===== src/rtl/interrupt_controller.sv =====
// Interrupt controller that injects a per-source instruction word into the decode stream.
// Sources are edge-detected, coalesced while pending, and granted round-robin with a gap between injections.
module interrupt_controller #(
  parameter int unsigned GAP_CYCLES = 2
) (
  input  logic        clock,
  input  logic        reset,
  input  logic [3:0]  irq_req,
  input  logic [3:0]  irq_mask,
  input  logic        stall_in,
  input  logic        jump_in,
  input  logic        cfg_we,
  input  logic [1:0]  cfg_idx,
  input  logic [31:0] cfg_data,
  output logic [31:0] interrupt_instruction,
  output logic [3:0]  irq_ack,
  output logic        busy
);

  typedef enum logic [1:0] {
    IDLE   = 2'd0,
    INJECT = 2'd1,
    GAP    = 2'd2
  } state_t;

  localparam logic [3:0] GAP_INIT = 4'(GAP_CYCLES);
  localparam logic       GAP_EN   = (GAP_CYCLES != 0);

  state_t      state_r;
  state_t      state_nxt_s;
  logic [3:0]  req_d_r;
  logic        primed_r;
  logic [3:0]  pending_r;
  logic [1:0]  rr_ptr_r;
  logic [1:0]  win_r;
  logic [3:0]  gap_cnt_r;
  logic [31:0] inst_r;
  logic [31:0] table_r [4];

  logic [3:0]  rise_s;
  logic [3:0]  tbl_nz_s;
  logic [3:0]  eligible_s;
  logic [3:0]  rot_s;
  logic [1:0]  off_s;
  logic [1:0]  pick_s;
  logic        pick_vld_s;
  logic        accept_s;
  logic [3:0]  clr_s;

  function automatic logic [3:0] onehot4(input logic [1:0] idx);
    onehot4 = 4'b0001 << idx;
  endfunction

  // The first edge after reset only captures the line levels, so a held-high line is not an edge.
  assign rise_s   = primed_r ? (irq_req & ~req_d_r) : 4'd0;
  assign accept_s = (state_r == INJECT) && !stall_in && !jump_in;
  assign clr_s    = accept_s ? onehot4(win_r) : 4'd0;

  // Eligibility: pending, unmasked and with a nonzero vector entry.
  always_comb begin
    tbl_nz_s = 4'd0;
    for (int i = 0; i < 4; i++) begin
      tbl_nz_s[i] = |table_r[i];
    end
    eligible_s = pending_r & ~irq_mask & tbl_nz_s;
  end

  // Round-robin pick: rotate so rr_ptr sits at bit 0, then take the lowest set bit.
  always_comb begin
    rot_s = 4'({eligible_s, eligible_s} >> rr_ptr_r);
    casez (rot_s)
      4'b???1: off_s = 2'd0;
      4'b??10: off_s = 2'd1;
      4'b?100: off_s = 2'd2;
      4'b1000: off_s = 2'd3;
      default: off_s = 2'd0;
    endcase
    pick_s     = rr_ptr_r + off_s;
    pick_vld_s = |eligible_s;
  end

  // FSM state register.
  always_ff @(posedge clock or negedge reset) begin
    if (!reset) begin
      state_r <= IDLE;
    end else begin
      state_r <= state_nxt_s;
    end
  end

  // FSM next-state logic.
  always_comb begin
    state_nxt_s = state_r;
    case (state_r)
      IDLE: begin
        if (pick_vld_s) state_nxt_s = INJECT;
        else            state_nxt_s = IDLE;
      end
      INJECT: begin
        if (accept_s) state_nxt_s = GAP_EN ? GAP : IDLE;
        else          state_nxt_s = INJECT;
      end
      GAP: begin
        if (gap_cnt_r <= 4'd1) state_nxt_s = IDLE;
        else                   state_nxt_s = GAP;
      end
      default: state_nxt_s = IDLE;
    endcase
  end

  // FSM outputs.
  always_comb begin
    interrupt_instruction = (state_r == INJECT) ? inst_r : 32'd0;
    irq_ack               = accept_s ? onehot4(win_r) : 4'd0;
    busy                  = (state_r != IDLE);
  end

  // Request tracking, grant latch, round-robin pointer and gap counter; a new edge beats the clear.
  always_ff @(posedge clock or negedge reset) begin
    if (!reset) begin
      req_d_r   <= 4'd0;
      primed_r  <= 1'b0;
      pending_r <= 4'd0;
      rr_ptr_r  <= 2'd0;
      win_r     <= 2'd0;
      gap_cnt_r <= 4'd0;
      inst_r    <= 32'd0;
    end else begin
      req_d_r   <= irq_req;
      primed_r  <= 1'b1;
      pending_r <= (pending_r & ~clr_s) | rise_s;
      if ((state_r == IDLE) && pick_vld_s) begin
        win_r  <= pick_s;
        inst_r <= table_r[pick_s];
      end else begin
        win_r  <= win_r;
        inst_r <= inst_r;
      end
      if (accept_s) begin
        rr_ptr_r  <= win_r + 2'd1;
        gap_cnt_r <= GAP_INIT;
      end else if ((state_r == GAP) && (gap_cnt_r != 4'd0)) begin
        gap_cnt_r <= gap_cnt_r - 4'd1;
      end else begin
        gap_cnt_r <= gap_cnt_r;
      end
    end
  end

  // Vector table write port.
  always_ff @(posedge clock or negedge reset) begin
    if (!reset) begin
      for (int i = 0; i < 4; i++) begin
        table_r[i] <= 32'd0;
      end
    end else if (cfg_we) begin
      table_r[cfg_idx] <= cfg_data;
    end else begin
      table_r[cfg_idx] <= table_r[cfg_idx];
    end
  end

endmodule


===== config.mk =====
export PLATFORM = sky130hd
export DESIGN_NAME = interrupt_controller
export DESIGN_NICKNAME = d
export VERILOG_FILES = /design/src/rtl/interrupt_controller.sv
export SDC_FILE = /design/constraint.sdc
export NUM_CORES = 1
export LEC_CHECK = 0
export ABC_AREA = 1
export CORE_MARGIN = 2
export CORE_UTILIZATION = 35
export CTS_CLUSTER_DIAMETER = 60
export CTS_CLUSTER_SIZE = 8
export DETAILED_ROUTE_END_ITERATION = 8
export DONT_BUFFER_PORTS = 1
export PLACE_DENSITY = 0.5
export SLEW_MARGIN = 15
export SYNTH_ARGS = -nofsm -noshare
export SYNTH_HDL_FRONTEND = slang
export SYNTH_SLANG_ARGS = --single-unit

===== constraint.sdc =====
create_clock -name clock -period 3.3 [get_ports clock]
set_input_delay 0.66 -clock clock [delete_from_list [all_inputs] [get_ports clock]]
set_output_delay 0.66 -clock clock [all_outputs]
set_load 0.01 [all_outputs]

==> results of run 1 <==
[worst reg2reg max path, stage by stage (launching register included)]
cell     delay, ns
dfrtp_1       0.38
inv_1         0.11
nand2_1       0.06
nor2_1        0.12
nand2_1       0.11
nor2_1        0.20
nand2_1       0.15
nand3_1       0.12
nand2_1       0.08
nand2_2       0.08
nand2_4       0.07
a31oi_1       0.16
nor2_1        0.09
ha_4          0.32
buf_12        0.19
o21ai_0       0.43
nand3_1       0.16
nand3_2       0.10
nand2_1       0.05
[metal layers]
metal	GRT usage (%)	vias to the layer above	routed length (µm)
met5	0	-	20
met4	4.75	4	362
met3	4.07	27	1780
met2	29.1	225	12400
met1	31.6	3997	15300
li1	-	4172	-
[stage by stage]
stage | worst slack, ns | utilization (%) | hold slack (ns)
2_1_floorplan | 0.476 | - | 0.364
3_3_place_gp | 0.176 | 37.0 | 0.374
3_5_place_dp | 0.179 | 37.0 | 0.374
4_1_cts | 0.160 | 39.3 | -0.0958
5_1_grt | 0.0314 | 39.5 | -0.0996
6_report | 0.212 | 39.5 | -0.0754
[sequential cells by signal, indices dropped and copies added (netlist names)]
name / count
gap_cnt_r: 4
primed_r: 1
win_r: 2
inst_r: 32
req_d_r: 4
state_r: 2
rr_ptr_r: 2
pending_r: 4
table_r: 128
[cells in the mapped netlist, drive strengths merged]
cell       n  area [µm²]
o21ai    224        1120
mux2i      5        50.1
o21bai     1        7.51
a22oi      8        60.1
and2       4        25.0
a221oi    18         158
o221ai    18         158
nor2     118         467
buf       13         126
a31oi      3        18.8
dfrtp    179        4480
clkbuf    63         244
clkinv     4        15.0
nand4      9        56.3
conb       1        3.75
inv      129         484
nand3     79         558
xnor2      1        8.76
a21oi     14        70.1
nand2    371        1540
ha         7        87.6
o2111ai   14         123
nor3       3        20.0
[what timing repair did]
item | 4_1_cts | 5_1_grt
hold endpoints to repair | 179 | 179
setup endpoints to repair | 0 | 33
resized for setup | 0 | 8
setup buffers | 0 | 2
[logic make-up (layout without fill, tap and decap cells)]
logic type	count (synthesis)	in the layout	share of synthesized area [%]
flops	179	179	45.3
compound gates	300	300	17.4
buf+inv	209	195	8.80
fa+ha+maj	7	7	0.886
xor+xnor	1	1	0.0886
simple gates	584	585	27.0
mux	5	5	0.506
other cells	1	4	0.0379
[final cells by class]
type / count / area share, %
Inverter: 133 / 4.55
Tap cell: 378 / 4.31
Clock buffer: 18 / 4.00
Sequential cell: 179 / 40.8
Multi-Input combinational cell: 899 / 41.7
Clock inverter: 14 / 1.95
Antenna cell: 3 / 0.0684
Timing Repair Buffer: 30 / 2.54
[power by group through the flow]
| stage | Clock (mW) | Sequential (mW) | Combinational [mW] |
|---|---|---|---|
| after CTS | 2.35 | 3.19 | 6.36 |
| final | 2.30 | 3.19 | 6.59 |
| after global routing | 2.43 | 3.26 | 7.34 |
| after floorplan | 0 | 3.08 | 5.03 |
| after global placement | 0 | 3.23 | 6.31 |
| after detailed placement | 0 | 3.23 | 6.35 |
[final timing paths]
check / startpoint / depth (start not counted) / end / slack (ns)
hold reg to reg: inst_r[4] / 2 / inst_r[4] / 0.48
hold / removal: reset / 0 / req_d_r[1] / -0.08
setup reg to reg: table_r[11] / 18 / inst_r[12] / 0.21
min in group clock: irq_req[2] / 0 / req_d_r[2] / 0.25
max in group asynchronous: reset / 0 / inst_r[5] / 2.88
setup / recovery: table_r[11] / 18 / inst_r[12] / 0.21
==> metrics.md, run 1 <==
| Metric | Value |
|---|---|
| Max VDD drop | 0.532 mV |
| Syn Inst Count | 1286 |
| Core Region | between 0.02 and 0.03 mm² |
| Fmax | around 0.32 GHz |
| Critical Path RT | 3.63 ns |
| Most common cell after layout, fill and taps aside | nand2_1 |
| Tmin final | 3.09 ns |
| Crit path buffers/inverters | 2 |
| Post-DP HPWL | 20.4 mm |
| Drt pass-1 iters | 5 |
| Final Cycle Share | 93.6% |
| Clk buf depth | 2 |
| Slew HR | ~51% |
| Cell Pwr Density | roughly 1100 mW/mm² |
| Psw | between 5 and 6 mW |
| Commonest non-fill, non-tap cells in the layout | nand2_1 (327), o21ai_0 (214), dfrtp_1 (179) |
| Pwr Total | 12.1 mW |
| TritonCTS buffer count | 17 |
| Worst slew pin tran | ~0.74 ns |
| Worst Path Arrival | ~3.4 ns |
| Worst Setup End Kind | register |
| Sw Ratio | between 40% and 50% |
| CP peak stage delay | 0.42 ns |
| Hold WC Path Type | input port to async pin |
| Floorplan row count | 61 |
| Final non-filler cell area | roughly 0.011 mm² |
| Clock Latency Late Sink | roughly 0.44 ns |
| Final net count | approximately 1.3k |
| Endpoints failing setup | 0 |
| Post-synthesis sequential area ratio | between 40% and 50% |
| Clock net sink count | about 180 |
| Cell mode on critical path | nand2_1 |
| # IOs | 84 |
| Initial antenna violation count | 5 |
| Final TNS setup | 0 ns |
| Int Pwr | between 6 and 7 mW |
| Largest net degree at the start of global routing | between 150 and 200 |
| Final Hold Vio Count | 95 |
| Cell Area, Synth | about 0.0099 mm² |
| Crit-path slowest cell | o21ai_0 |
| Worst-path clk slew | approximately 0.080 ns |
| Antenna Nets Post-Route | 0 |
| Die Ht | 172 µm |
| Port Buf Inserts | 0 |
| #FFs+latches synth | about 180 |
| Dpl cell area | 0.0103 mm² |
| Worst Path Max Fanout | 35 |
| FF/Latch Area | 0.00448 mm² |
| Clock Skews | around 0.015 ns |
| Total GRT Usage | between 20% and 30% |
| Synthesized area per cell | ~7.7 µm² |
| H-Tree Depth | 4 |
| DR iter-0 viols | about 830 |
| Vias in the first global route | 7904 |
| Die area | a little under 0.03 mm² |
| Initial Util | 35.6% |
| Cells along the critical path | inv_1, nand2_1, nor2_1, nand2_1, nor2_1, nand2_1, nand3_1, nand2_1, nand2_2, nand2_4, a31oi_1, nor2_1, ha_4, buf_12, o21ai_0, nand3_1, nand3_2, nand2_1 |
| Flop pwr share | 26.4% |
| Post-Syn Nets | between 1k and 1.5k |
| Die width | between 150 and 200 µm |
| Status | complete, but fails checks |
| WL final | ~30 mm |
| Placed cell count | around 1.6k |
| Multi-input combinational cell area | 0.00458 mm² |
| Routed len/inst | between 15 and 20 µm |
| TritonCTS clock tree | yes |
| Max Cap Viol | 0 |
| First-pass GRT wire length | between 40 and 50 mm |
| Classification of the worst setup path | register to register |
| Drt drc | 0 |
| Filler cell count | about 3k |
| Grt ovf | 0 |
| Failing checks | hold timing |
| Logic pwr share | roughly 55% |
| Hold slack | -0.0754 ns |
| Yosys warnings | 0 |
| Root Driver | clkbuf_16 |
| Post-route non-filler standard cell count | between 1.5k and 2k |
| RSZ-0062 raised after global routing | no |
| Clock power frac | 19.1% |
| CP Launch Type | register |
| Vias per std cell | 5.09 |
| Final Max Tran Viols | 0 |
| Area Growth Syn to Fin | 11.0% |
| Post-synth cell types | 40 |
| Leak | 5.11 nW |
| Vias | between 8k and 9k |
| Layout cells sized above 1 | between 10 and 15% |
| Crit path max-delay family | simple AND/OR/NAND/NOR gates |
| Placer Congestion | 0.819 |
No activity file was read; power rests on OpenSTA's default activity.
==> run 2, diff against run 1 <==
Settings changed: CORE_ASPECT_RATIO set to 0.9, PLACE_DENSITY 0.5 to 0.52.
Clock period 3.3 ns to 2.8 ns, I/O delays scaled along.
==> run 2 against run 1 <==
Against the previous run: fmax up 9.9%; worst hold slack worse by 0.11 ns; via count up 6.9%; the flow finishes with violations (hold timing, setup timing); wire length up 7.5%; total power up 37%; flip-flop and latch count unchanged; final cell count up 5.2%; non-clock buffer count up 107; combinational power up 58%; setup slack worse by 0.22 ns; die area about the same; clock skew down 0.0051 ns; critical path type unchanged.
==> metrics.md, run 2 (synthesized netlist as in run 1, its figures left out) <==
| Metric | Value |
|---|---|
| Hold WC Path Type | input port to async pin (unchanged) |
| First-pass GRT wire length | 50.2 mm (was 46.2 mm) |
| Initial Util | 35.5% (was 35.6%) |
| Failing checks | hold timing, setup timing (was hold timing) |
| Floorplan row count | 58 (was 61) |
| Worst Path Arrival | 3.13 ns (was 3.42 ns) |
| Port Buf Inserts | 0 (unchanged) |
| Max Cap Viol | 0 (unchanged) |
| Worst slack, placed | -0.0571 ns (was 0.179 ns) |
| Layout cells sized above 1 | 23.6% (was 14.6%) |
| Int Pwr | 9.04 mW (was 6.24 mW) |
| Routed len/inst | 18.4 µm (was 18.1 µm) |
| Clock Latency Late Sink | 0.44 ns (about the same) |
| Slew HR | 33.3% (was 50.7%) |
| Worst-path clk slew | 0.07 ns (was 0.08 ns) |
| Final net count | 1420 (was 1314) |
| Sw Ratio | 45.5% (was 48.3%) |
| Psw | 7.56 mW (was 5.84 mW) |
| Most common cell after layout, fill and taps aside | nand2_1 (unchanged) |
| Largest registers | table_r x128, inst_r x32 (unchanged) |
| Multi-input combinational cell area | 0.00473 mm² (was 0.00458 mm²) |
| Tmin final | 2.81 ns (was 3.09 ns) |
| Post-DP HPWL | 21.3 mm (was 20.4 mm) |
| Die width | 181 µm (was 172 µm) |
| Fmax | 0.356 GHz (was 0.324 GHz) |
| TritonCTS buffer count | 17 (unchanged) |
| Largest Register | table_r (unchanged) |
| Cell Pwr Density | 1380 mW/mm² (was 1100 mW/mm²) |
| Core Util, Final | 43.2% (was 39.5%) |
| Worst Path Max Fanout | 8 (was 35) |
| Status | complete, but fails checks (unchanged) |
| R2R Path Start | table_r[78] (was table_r[11]) |
| Final worst slack | -0.00962 ns (was 0.212 ns) |
| Worst Setup End Kind | register (unchanged) |
| Worst slew pin tran | 1.00 ns (was 0.739 ns) |
| Worst Setup SP | table_r[78] (was table_r[11]) |
| Flop pwr share | 22.5% (was 26.4%) |
| Commonest non-fill, non-tap cells in the layout | nand2_1 (321), o21ai_0 (193), dfrtp_1 (179) (was nand2_1 (327), o21ai_0 (214), dfrtp_1 (179)) |
| Placed cell count | 1692 (was 1616) |
| Initial antenna violation count | 6 (was 5) |
| Hold slack | -0.183 ns (was -0.0754 ns) |
| Grt ovf | 0 (unchanged) |
| Final Hold Vio Count | 179 (was 95) |
| Critical Path RT | 3.12 ns (was 3.63 ns) |
| Root Driver | clkbuf_16 (unchanged) |
| Max VDD drop | 0.695 mV (was 0.532 mV) |
| Die Ht | 163 µm (was 172 µm) |
| Classification of the worst setup path | register to register (unchanged) |
| Total GRT Usage | 21.9% (was 20.4%) |
| Dpl cell area | 0.0111 mm² (was 0.0103 mm²) |
| RSZ-0062 raised after global routing | yes (was no) |
| Post-route non-filler standard cell count | 1740 (was 1654) |
| Filler cell count | 2835 (was 2958) |
| Vias | 9007 (was 8425) |
| TritonCTS clock tree | yes (unchanged) |
| Drt drc | 0 (unchanged) |
| Vias in the first global route | 8553 (was 7904) |
| FF/Latch Area | 0.00448 mm² (unchanged) |
| Max reg flops | 128 (unchanged) |
| Placer Congestion | 0.852 (was 0.819) |
| # IOs | 84 (unchanged) |
| Die area | 0.0296 mm² (about the same) |
| Clk buf depth | 2 (unchanged) |
| Clock net sink count | 179 (unchanged) |
| Clock Skews | 0.00990 ns (was 0.0150 ns) |
| Logic pwr share | 62.7% (was 54.5%) |
| Leak | 5.71 nW (was 5.11 nW) |
| Endpoints failing setup | 1 (was 0) |
| WL final | 32.1 mm (was 29.9 mm) |
| Final Max Tran Viols | 0 (unchanged) |
| H-Tree Depth | 4 (unchanged) |
| Final Cycle Share | 100% (was 93.6%) |
| Clock power frac | 14.7% (was 19.1%) |
| Vias per std cell | 5.18 (was 5.09) |
| Final TNS setup | -0.00962 ns (was 0 ns) |
| Antenna Nets Post-Route | 0 (unchanged) |
| Area Growth Syn to Fin | 21.8% (was 11.0%) |
| Final non-filler cell area | 0.0120 mm² (was 0.0110 mm²) |
| DR iter-0 viols | 944 (was 831) |
| Drt pass-1 iters | 8 (was 5) |
| Core Region | 0.0279 mm² (was 0.0278 mm²) |
| Largest net degree at the start of global routing | 180 (unchanged) |
| CP Launch Type | register (unchanged) |
[run 2: cell type report]
class / instances / share of cell area (%)
Multi-Input combinational cell: 898 / 39.3
Sequential cell: 179 / 37.2
Timing Repair Buffer: 137 / 10.8
Inverter: 133 / 4.15
Tap cell: 360 / 3.74
Clock buffer: 17 / 3.53
Clock inverter: 14 / 1.29
Antenna cell: 2 / 0.0416
[run 2: through the flow]
stage               power, mW  hold slack, ns
finish                   16.6          -0.183
global route             17.9          -0.197
CTS                      15.2          -0.198
detailed placement       12.7           0.274
global placement         12.6           0.272
floorplan                9.56           0.264
[run 2: critical path, cell delays in order (launching register included)]
cell and delay [ns]:
dfrtp_1 0.42, nor2_2 0.14, nand4_1 0.17, nor2_1 0.17, nand2_2 0.10, nand3_2 0.07, nand2_2 0.08, o21ai_2 0.17
a31oi_1 0.11, nor2_1 0.19, ha_4 0.27, buf_8 0.16, clkbuf_16 0.17, o21ai_2 0.11, buf_4 0.13, nand3_1 0.09
nand3_2 0.08, nand2_1 0.07
[run 2: timing repair]
| item | CTS | global route |
|---|---|---|
| endpoints found under the setup margin | 32 | 37 |
| endpoints found under the hold margin | 179 | 179 |
| buffers inserted | 0 | 10 |
| resized for setup | 1 | 76 |
| gates cloned | 0 | 5 |
| pin swaps | 2 | 30 |
[run 2: worst paths after layout]
path | endpoint | slack, ns | cells after the start
worst max-delay path | inst_r[8] | -0.01 | 17
min in group clock | req_d_r[2] | 0.14 | 0
worst min register to register | inst_r[30] | 0.48 | 2
worst max register to register | inst_r[8] | -0.01 | 17
max in group asynchronous | table_r[38] | 2.54 | 0
worst min-delay path | req_d_r[1] | -0.18 | 0
[run 2: power groups by stage]
stage	logic [mW]	registers, mW	clock network (mW)
floorplan	5.93	3.63	0
global route	11.5	3.81	2.58
CTS	8.95	3.72	2.48
finish	10.4	3.74	2.44
detailed placement	8.92	3.76	0
global placement	8.84	3.76	0
[run 2: layer usage]
metal  vias up  GRT usage, %  part of all wire [%]
met5         -             0                  0.16
met4         8          3.70                  0.80
met3        25          5.24                   6.9
met2       286          32.1                    42
met1      4280          32.9                    50
li1       4408             -                     -
==> run 3, diff against run 2 <==
Settings changed: PLACE_DENSITY 0.52 to unset, PLACE_DENSITY_LB_ADDON set to 0.08, RECOVER_POWER set to 25.
==> run 3 against run 2 <==
Against the previous run: the flow finishes with violations (hold timing); final cell count decreased by 2.1%; total power increased by 6.6%; clock skew increased by 0.0053 ns; flip-flop and latch count unchanged; highest routed layer is now met4.
==> metrics.md, run 3 (synthesized netlist as in run 1, its figures left out) <==
| Metric | Value |
|---|---|
| Largest Register | table_r (unchanged) |
| Core Region | 0.0279 mm² (unchanged) |
| Hold WC Path Type | input port to async pin (unchanged) |
| RSZ-0062 raised after global routing | yes (unchanged) |
| Core Util, Final | 43.6% (was 43.2%) |
| Port Buf Inserts | 0 (unchanged) |
| Worst Setup End Kind | register (unchanged) |
| DR iter-0 viols | 772 (was 944) |
| Final TNS setup | 0 ns (was -0.00962 ns) |
| Routed len/inst | 19.7 µm (was 18.4 µm) |
| Final Hold Vio Count | 179 (unchanged) |
| Floorplan row count | 58 (unchanged) |
| Clock Skews | 0.0152 ns (was 0.00990 ns) |
| Die width | 181 µm (unchanged) |
| Max VDD drop | 0.674 mV (was 0.695 mV) |
| Die area | 0.0296 mm² (unchanged) |
| Placer Congestion | 0.804 (was 0.852) |
| H-Tree Depth | 4 (unchanged) |
| Largest net degree at the start of global routing | 180 (unchanged) |
| Vias in the first global route | 8319 (was 8553) |
| Vias per std cell | 5.20 (was 5.18) |
| TritonCTS buffer count | 17 (unchanged) |
| Post-DP HPWL | 21.6 mm (was 21.3 mm) |
| Area Growth Syn to Fin | 23.0% (was 21.8%) |
| CP Launch Type | register (unchanged) |
| Cell Pwr Density | 1460 mW/mm² (was 1380 mW/mm²) |
| Fmax | 0.360 GHz (was 0.356 GHz) |
| Total GRT Usage | 22.3% (was 21.9%) |
| FF/Latch Area | 0.00448 mm² (about the same) |
| Leak | 5.63 nW (was 5.71 nW) |
| Classification of the worst setup path | register to register (unchanged) |
| First-pass GRT wire length | 50.6 mm (was 50.2 mm) |
| Worst slew pin tran | 0.967 ns (was 1.00 ns) |
| Worst-path clk slew | 0.07 ns (about the same) |
| Worst Path Max Fanout | 13 (was 8) |
| Pwr Total | 17.7 mW (was 16.6 mW) |
| Reg2reg path depth | 16 (was 17) |
| Hold slack | -0.191 ns (was -0.183 ns) |
| Drt drc | 0 (unchanged) |
| Largest registers | table_r x128, inst_r x32 (unchanged) |
| Final net count | 1385 (was 1420) |
| Final Cycle Share | 99.1% (was 100%) |
| RR Endpoint | inst_r[18] (was inst_r[8]) |
| Status | complete, but fails checks (unchanged) |
| Clock net sink count | 179 (unchanged) |
| WL final | 33.6 mm (was 32.1 mm) |
| Antenna Nets Post-Route | 0 (unchanged) |
| Final Max Tran Viols | 0 (unchanged) |
| Placed cell count | 1632 (was 1692) |
| Commonest non-fill, non-tap cells in the layout | nand2_1 (320), o21ai_0 (175), dfrtp_1 (175) (was nand2_1 (321), o21ai_0 (193), dfrtp_1 (179)) |
| Tmin final | 2.78 ns (was 2.81 ns) |
| Initial Util | 35.5% (unchanged) |
| Post-route non-filler standard cell count | 1704 (was 1740) |
| Antenna Cells | 0 (was 2) |
| Worst Path Arrival | 3.10 ns (was 3.13 ns) |
| Multi-input combinational cell area | 0.00500 mm² (was 0.00473 mm²) |
| Max reg flops | 128 (unchanged) |
| Filler cell count | 2852 (was 2835) |
| Most common cell after layout, fill and taps aside | nand2_1 (unchanged) |
| Critical Path RT | 3.13 ns (was 3.12 ns) |
| # IOs | 84 (unchanged) |
| Slew HR | 35.4% (was 33.3%) |
| Max Cap Viol | 0 (unchanged) |
| Layout cells sized above 1 | 26.5% (was 23.6%) |
| TritonCTS clock tree | yes (unchanged) |
| Clk buf depth | 2 (unchanged) |
| Vias | 8853 (was 9007) |
| Grt ovf | 0 (unchanged) |
| Initial antenna violation count | 2 (was 6) |
| Root Driver | clkbuf_16 (unchanged) |
| Endpoints failing setup | 0 (was 1) |
| Clock Latency Late Sink | 0.45 ns (was 0.44 ns) |
| R2R Path Start | table_r[67] (was table_r[78]) |
| Failing checks | hold timing (was hold timing, setup timing) |
| Drt pass-1 iters | 5 (was 8) |
| Reg2reg setup slack | 0.02 ns (was -0.01 ns) |
| Die Ht | 163 µm (unchanged) |
run 3: layout make-up:
cell class | instances | share of cell area, %
Clock inverter | 12 | 1.19
Multi-Input combinational cell | 899 | 41.1
Tap cell | 360 | 3.71
Timing Repair Buffer | 101 | 9.27
Inverter | 133 | 4.11
Sequential cell | 179 | 36.9
Clock buffer | 20 | 3.68
run 3: power by group:
part	total (mW)	internal (mW)	switching, mW
registers	3.85	3.24	0.609
clock network	2.50	1.36	1.14
logic	11.3	4.92	6.43
total	17.7	9.52	8.17
run 3: worst max-delay path by stage:
stage                       to  slack [ns]         start
floorplan           inst_r[12]        0.06  table_r[124]
detailed placement  inst_r[11]       -0.16   table_r[76]
CTS                  inst_r[2]       0.009    table_r[6]
global placement    inst_r[11]       -0.12   table_r[76]
finish              inst_r[18]        0.02   table_r[67]
global route         inst_r[0]       -0.12   table_r[67]
run 3: worst max-delay path, cell delays in order (launching register included):
cell and delay, ns:
dfrtp_1 0.41, nor2_1 0.14, nand4_1 0.18, nor2_2 0.20, nand2_2 0.10, nand3_2 0.08, nand2_2 0.08, o21ai_2 0.15
a31oi_1 0.10, nor2_1 0.20, ha_4 0.27, buf_12 0.16, clkbuf_16 0.19, o21ai_4 0.15, nand3_1 0.11, nand3_2 0.08
nand2_1 0.06
run 3: repair_timing:
item,in CTS,in global routing
setup buffers,0,28
endpoints found under the setup margin,33,35
cloned,0,12
gates resized for setup,11,159
endpoints found under the hold margin,179,179
pin swaps,1,49
run 3: through the flow:
| stage | setup slack [ns] | area [µm²] |
|---|---|---|
| after floorplan | 0.0589 | 9880 |
| after global placement | -0.116 | 10600 |
| after detailed placement | -0.157 | 10600 |
| after CTS | 0.00938 | 11200 |
| after global routing | -0.116 | 12200 |
| final | 0.0247 | 12200 |
run 3: per-layer routing:
metal	routed length, µm	track usage [%]	vias to the layer above
li1	-	-	4330
met1	17300	34.0	4273
met2	14600	32.9	233
met3	1530	4.50	17
met4	225	3.92	0
met5	0	0	-
